## src/rtl/roi_sequencer.sv

```systemverilog
// Frame-level ROI sequencer: walks source pixel addresses, latches the ROI origin
// per frame (with optional horizontal auto-pan) and ping-pongs frame-buffer banks.
module roi_sequencer #(
    parameter int SRC_WIDTH          = 640,
    parameter int SRC_HEIGHT         = 480,
    parameter int IMG_WIDTH_MAX_LOG2 = 6
) (
    input  logic                          CLK,
    input  logic                          RESET,
    input  logic                          FRAME_START,
    input  logic                          PIX_VALID,
    input  logic [IMG_WIDTH_MAX_LOG2-1:0] IMAGE_WIDTH,
    input  logic [10:0]                   CFG_X0,
    input  logic [9:0]                    CFG_Y0,
    input  logic                          CFG_WE,
    input  logic                          PAN_EN,
    input  logic [3:0]                    PAN_STEP,
    input  logic                          BUF_RELEASE,
    output logic [10:0]                   ADDR_H,
    output logic [9:0]                    ADDR_V,
    output logic [10:0]                   ROI_X0,
    output logic [9:0]                    ROI_Y0,
    output logic                          BANK_SEL,
    output logic                          BANK_READY,
    output logic                          FRAME_ERR,
    output logic [7:0]                    DROP_CNT
);

    typedef enum logic [1:0] {IDLE, ACTIVE, SWAP_WAIT} state_t;

    state_t      state, state_n;
    logic [10:0] pend_x, pend_x_n, roi_x_n, addr_h_n, pan_x;
    logic [9:0]  pend_y, pend_y_n, roi_y_n, addr_v_n;
    logic        pan_left, pan_left_n, pan_flip, bank_n, ready_n, err_n;
    logic [7:0]  drop_n;
    logic [11:0] limit, sum;

    // Pan candidate computed in 12 bits so X0+STEP can never wrap before the clamp.
    always_comb begin
        limit    = 12'(SRC_WIDTH) - 12'(IMAGE_WIDTH);
        sum      = {1'b0, pend_x} + {8'd0, PAN_STEP};
        pan_x    = pend_x;
        pan_flip = 1'b0;
        if (!pan_left) begin
            if (sum > limit) begin
                pan_x    = limit[10:0];
                pan_flip = 1'b1;
            end else begin
                pan_x = sum[10:0];
            end
        end else begin
            if ({1'b0, pend_x} < {8'd0, PAN_STEP}) begin
                pan_x    = 11'd0;
                pan_flip = 1'b1;
            end else begin
                pan_x = pend_x - {7'd0, PAN_STEP};
            end
        end
    end

    always_ff @(posedge CLK or posedge RESET) begin
        if (RESET) state <= IDLE;
        else       state <= state_n;
    end

    always_comb begin
        state_n    = state;
        addr_h_n   = ADDR_H;
        addr_v_n   = ADDR_V;
        roi_x_n    = ROI_X0;
        roi_y_n    = ROI_Y0;
        pend_x_n   = pend_x;
        pend_y_n   = pend_y;
        pan_left_n = pan_left;
        bank_n     = BANK_SEL;
        drop_n     = DROP_CNT;
        ready_n    = 1'b0;
        err_n      = 1'b0;
        case (state)
            IDLE: begin
                if (FRAME_START) begin
                    state_n = ACTIVE;
                    roi_y_n = pend_y;
                    if (PAN_EN) begin
                        roi_x_n  = pan_x;
                        pend_x_n = pan_x;
                        if (pan_flip) pan_left_n = ~pan_left;
                    end else begin
                        roi_x_n = pend_x;
                    end
                end
            end
            ACTIVE: begin
                if (FRAME_START) begin
                    // Restart: a coincident pixel becomes (0,0) of the new frame.
                    err_n    = 1'b1;
                    roi_x_n  = pend_x;
                    roi_y_n  = pend_y;
                    addr_h_n = PIX_VALID ? 11'd1 : 11'd0;
                    addr_v_n = 10'd0;
                end else if (PIX_VALID) begin
                    if (ADDR_H == 11'(SRC_WIDTH - 1)) begin
                        addr_h_n = 11'd0;
                        if (ADDR_V == 10'(SRC_HEIGHT - 1)) begin
                            addr_v_n = 10'd0;
                            state_n  = SWAP_WAIT;
                        end else begin
                            addr_v_n = ADDR_V + 10'd1;
                        end
                    end else begin
                        addr_h_n = ADDR_H + 11'd1;
                    end
                end
            end
            SWAP_WAIT: begin
                if (FRAME_START && DROP_CNT != 8'hFF) drop_n = DROP_CNT + 8'd1;
                if (BUF_RELEASE) begin
                    bank_n  = ~BANK_SEL;
                    ready_n = 1'b1;
                    state_n = IDLE;
                end
            end
            default: state_n = IDLE;
        endcase
        // Host writes take priority over the pan update of the pending origin.
        if (CFG_WE) begin
            pend_x_n = CFG_X0;
            pend_y_n = CFG_Y0;
        end
    end

    always_ff @(posedge CLK or posedge RESET) begin
        if (RESET) begin
            ADDR_H     <= '0;
            ADDR_V     <= '0;
            ROI_X0     <= '0;
            ROI_Y0     <= '0;
            pend_x     <= '0;
            pend_y     <= '0;
            pan_left   <= 1'b0;
            BANK_SEL   <= 1'b0;
            BANK_READY <= 1'b0;
            FRAME_ERR  <= 1'b0;
            DROP_CNT   <= '0;
        end else begin
            ADDR_H     <= addr_h_n;
            ADDR_V     <= addr_v_n;
            ROI_X0     <= roi_x_n;
            ROI_Y0     <= roi_y_n;
            pend_x     <= pend_x_n;
            pend_y     <= pend_y_n;
            pan_left   <= pan_left_n;
            BANK_SEL   <= bank_n;
            BANK_READY <= ready_n;
            FRAME_ERR  <= err_n;
            DROP_CNT   <= drop_n;
        end
    end

endmodule

```

## config.mk

```make
export PLATFORM = sky130hd
export DESIGN_NAME = roi_sequencer
export DESIGN_NICKNAME = d
export VERILOG_FILES = /design/src/rtl/roi_sequencer.sv
export SDC_FILE = /design/constraint.sdc
export NUM_CORES = 1
export LEC_CHECK = 0
export BUFFER_PORTS_ARGS = -buffer_cell sky130_fd_sc_hd__buf_2
export CAP_MARGIN = 0
export CORE_ASPECT_RATIO = 2
export CORE_MARGIN = 2
export CORE_UTILIZATION = 45
export CTS_CLUSTER_DIAMETER = 200
export CTS_CLUSTER_SIZE = 12
export DETAILED_ROUTE_END_ITERATION = 8
export PLACE_DENSITY = 0.76
export SETUP_SLACK_MARGIN = 0.02
export SYNTH_ARGS = -nofsm -noshare
export SYNTH_HDL_FRONTEND = slang
export SYNTH_SLANG_ARGS = --single-unit
```

## constraint.sdc

```tcl
create_clock -name CLK -period 4.1 [get_ports CLK]
set_input_delay 0.82 -clock CLK [delete_from_list [all_inputs] [get_ports CLK]]
set_output_delay 0.82 -clock CLK [all_outputs]
set_load 0.01 [all_outputs]
```

==> qor.csv <==
metric,value,unit
status,"complete, no violations",
first-pass GRT wire length,19700,um
Power Density,366,nW/um2
Seq pwr share,43.1,%
Net Sw Frac,30.7,%
starting density of the core,45.7,%
Port Buffers,90,
ant diodes,0,
Synth Area per Inst,8.85,um2
Clock Path Buffers,2,
Post-Synthesis Net Count,594,
register area share after synthesis,40.8,%
Post-Syn Instances,534,
Synthesis Warnings,0,
PostCTS Resize Cnt,0,
Initial DRT Pass Iterations,5,
Die W,76.5,um
synth unique cells,61,
synthesis-stage register bit count,77,
crit path DAT,4.03,ns
"Req. time, crit path",4.35,ns
clk_skew,0.00577,ns
die area,11400,um2
Core Rows,53,
unrepaired setup endpoints after global routing,no,
Tot Pwr,2060,uW
vias,4309,
"worst slack, placed",0.0216,ns
switching pwr,633,uW
"antenna viol nets, final",0,
"Design Area, Final",5620,um2
setup ws final,0.324,ns
clk_lat worst skew,0.33,ns
hold_buf cts,0,
# DRC,0,
Worst-Margin Slew,0.632,ns
initial antenna violation count,0,
H-tree levels,3,
DRT iter0 DRCs,253,
WL met3,742,um
DIE HEIGHT,149,um
clk slew on worst S/H paths,0.06,ns
Post-Syn Area,4730,um2
dominant register cell in the synthesized netlist,dfrtp_1,
combinational cell fraction of total power,22.1,%
Hold Crit Class,reg2reg,
"commonest cells after routing, fill and taps aside","buf_2 (90), nand2_1 (82), dfrtp_1 (77), nor2_1 (44), o21ai_0 (32)",
DP Area,5350,um2
hold slack,0.462,ns
Routed WL,11900,um
Routed wire per std cell,15.5,um
M1 wire length,5210,um
Final Max Tran Viols,0,
min Tclk post-route,3.78,ns
Clock Power Share,34.8,%
Worst setup SP type,primary input,
final hold violation count,0,
maximum vdd drop,0.000254,V
pin count of the biggest net entering global routing,39,
Overflow after GRT,0,
async set-reset flop share out of synthesis,100,%
CP Class,in2reg,
LEAKAGE,0.00268,uW
Post-synth EDFFs,0,
post-route clock period utilization,92.1,%
final setup fails,0,
Placer Congestion,0.943,
Vias/cell,5.60,
top sig layer,met4,
setup repair bufs after CTS,0,
TritonCTS Buffers,9,
clock sinks,77,
area grow syn2layout,18.9,%
relative slew slack,57.8,%
"commonest non-fill, non-tap cell in the layout",buf_2,
Max Cap Viol,0,
Setup TNS,0,ns
layout cells sized above 1,22.5,%
root buf cell,clkbuf_16,
Int Pwr,1430,uW
HPWL Detailed,8960,um
Layout Nets,687,
GRT Util Overall,21.4,%
num ports,91,
vias in the first global route,4012,
Fmax,265,MHz
element type at the critical path end,register,
CTS tree,done,
crit-path max FO,5,
met2 wire len,5770,um
CORE AREA,10300,um2
state kept, by name (all words and copies together) (netlist names), 2 cells and up:
| register | count |
|---|---|
| ROI_Y0 | 10 |
| pend_x | 11 |
| DROP_CNT | 8 |
| ADDR_H | 11 |
| ROI_X0 | 11 |
| ADDR_V | 10 |
| pend_y | 10 |
| state | 2 |
logic make-up after synthesis:
kind of cell / synth area share (%)
simple gates: 22.6
xor+xnor: 4.63
flops: 40.8
fa+ha+maj: 6.14
mux: 4.69
buf+inv: 3.60
compound gates: 17.6
worst max-delay path, stage by stage:
cell	delay [ns]
buf_2	0.12
inv_1	0.07
ha_1	0.30
nand2b_1	0.16
a211o_1	0.38
a21oi_1	0.19
xor2_1	0.23
ha_1	0.28
a21o_1	0.18
nand3_1	0.07
a21oi_1	0.07
or3_1	0.39
a21oi_1	0.25
buf_4	0.17
o221ai_1	0.14
o22ai_1	0.20
area by class of cell:
type | count | area [um2]
clock inverter | 6 | 40.0
multi-input combinational | 415 | 2630
sequential | 77 | 1930
fill | 988 | 4730
timing repair buffer | 101 | 533
clock buffer | 10 | 229
tap | 137 | 171
inverter | 23 | 87.6
path summary, 6_finish.rpt:
check	to	slack (ns)	from	cells after the start
setup / recovery	ROI_X0[0]$_DFFE_PP0P_	0.32	PAN_STEP[1]	16
max in group asynchronous	ADDR_H[2]$_DFFE_PP0P_	2.84	RESET	3
min in group asynchronous	DROP_CNT[1]$_DFFE_PP0P_	0.55	RESET	2
setup reg to reg	ROI_X0[0]$_DFFE_PP0P_	0.51	pend_x[1]$_DFFE_PP0P_	14
hold / removal	BANK_SEL$_DFFE_PP0P_	0.46	BANK_SEL$_DFFE_PP0P_	1
hold reg to reg	BANK_SEL$_DFFE_PP0P_	0.46	BANK_SEL$_DFFE_PP0P_	1
synthesized netlist by cell type (all sizes together) (5+ instances only):
library cell,number,share of area (%)
nand2,82,6.5
dfrtp,77,41
nor2,44,3.5
o21ai,32,3.4
inv,23,1.8
a21oi,22,2.3
ha,20,5.3
nand3,20,2.1
clkbuf,14,1.1
mux2,14,3.4
xor2,13,2.4
and3,12,1.6
xnor2,12,2.2
nor3,11,1.2
nand2b,10,1.3
nand4,10,1.3
nor2b,9,1.2
o31ai,9,1.7
a31oi,8,1.1
o22ai,7,0.93
a21o,6,0.95
mux2i,6,1.3
or3,6,0.79
a211oi,5,0.90
and2,5,0.66
buf,5,0.66
o21a,5,0.79
per-layer routing:
layer	GRT usage, %	up-vias
li1	-	2093
met1	29.1	2045
met2	34.6	151
met3	4.60	20
met4	6.09	0
met5	0	-
metrics by stage:
stage	std cells	utilization, %
2_1_floorplan	534	-
3_3_place_gp	753	51.7
3_5_place_dp	753	51.7
4_1_cts	769	54.3
5_1_grt	769	54.3
6_report	769	54.3
power groups by stage:
| stage | Combinational [uW] | Sequential, uW | Clock, uW |
|---|---|---|---|
| after detailed placement | 453 | 897 | 0 |
| after global routing | 509 | 895 | 769 |
| after floorplan | 287 | 900 | 0 |
| after global placement | 443 | 896 | 0 |
| after CTS | 455 | 885 | 728 |
| final | 455 | 887 | 717 |
No activity file was read; power rests on OpenSTA's default activity.
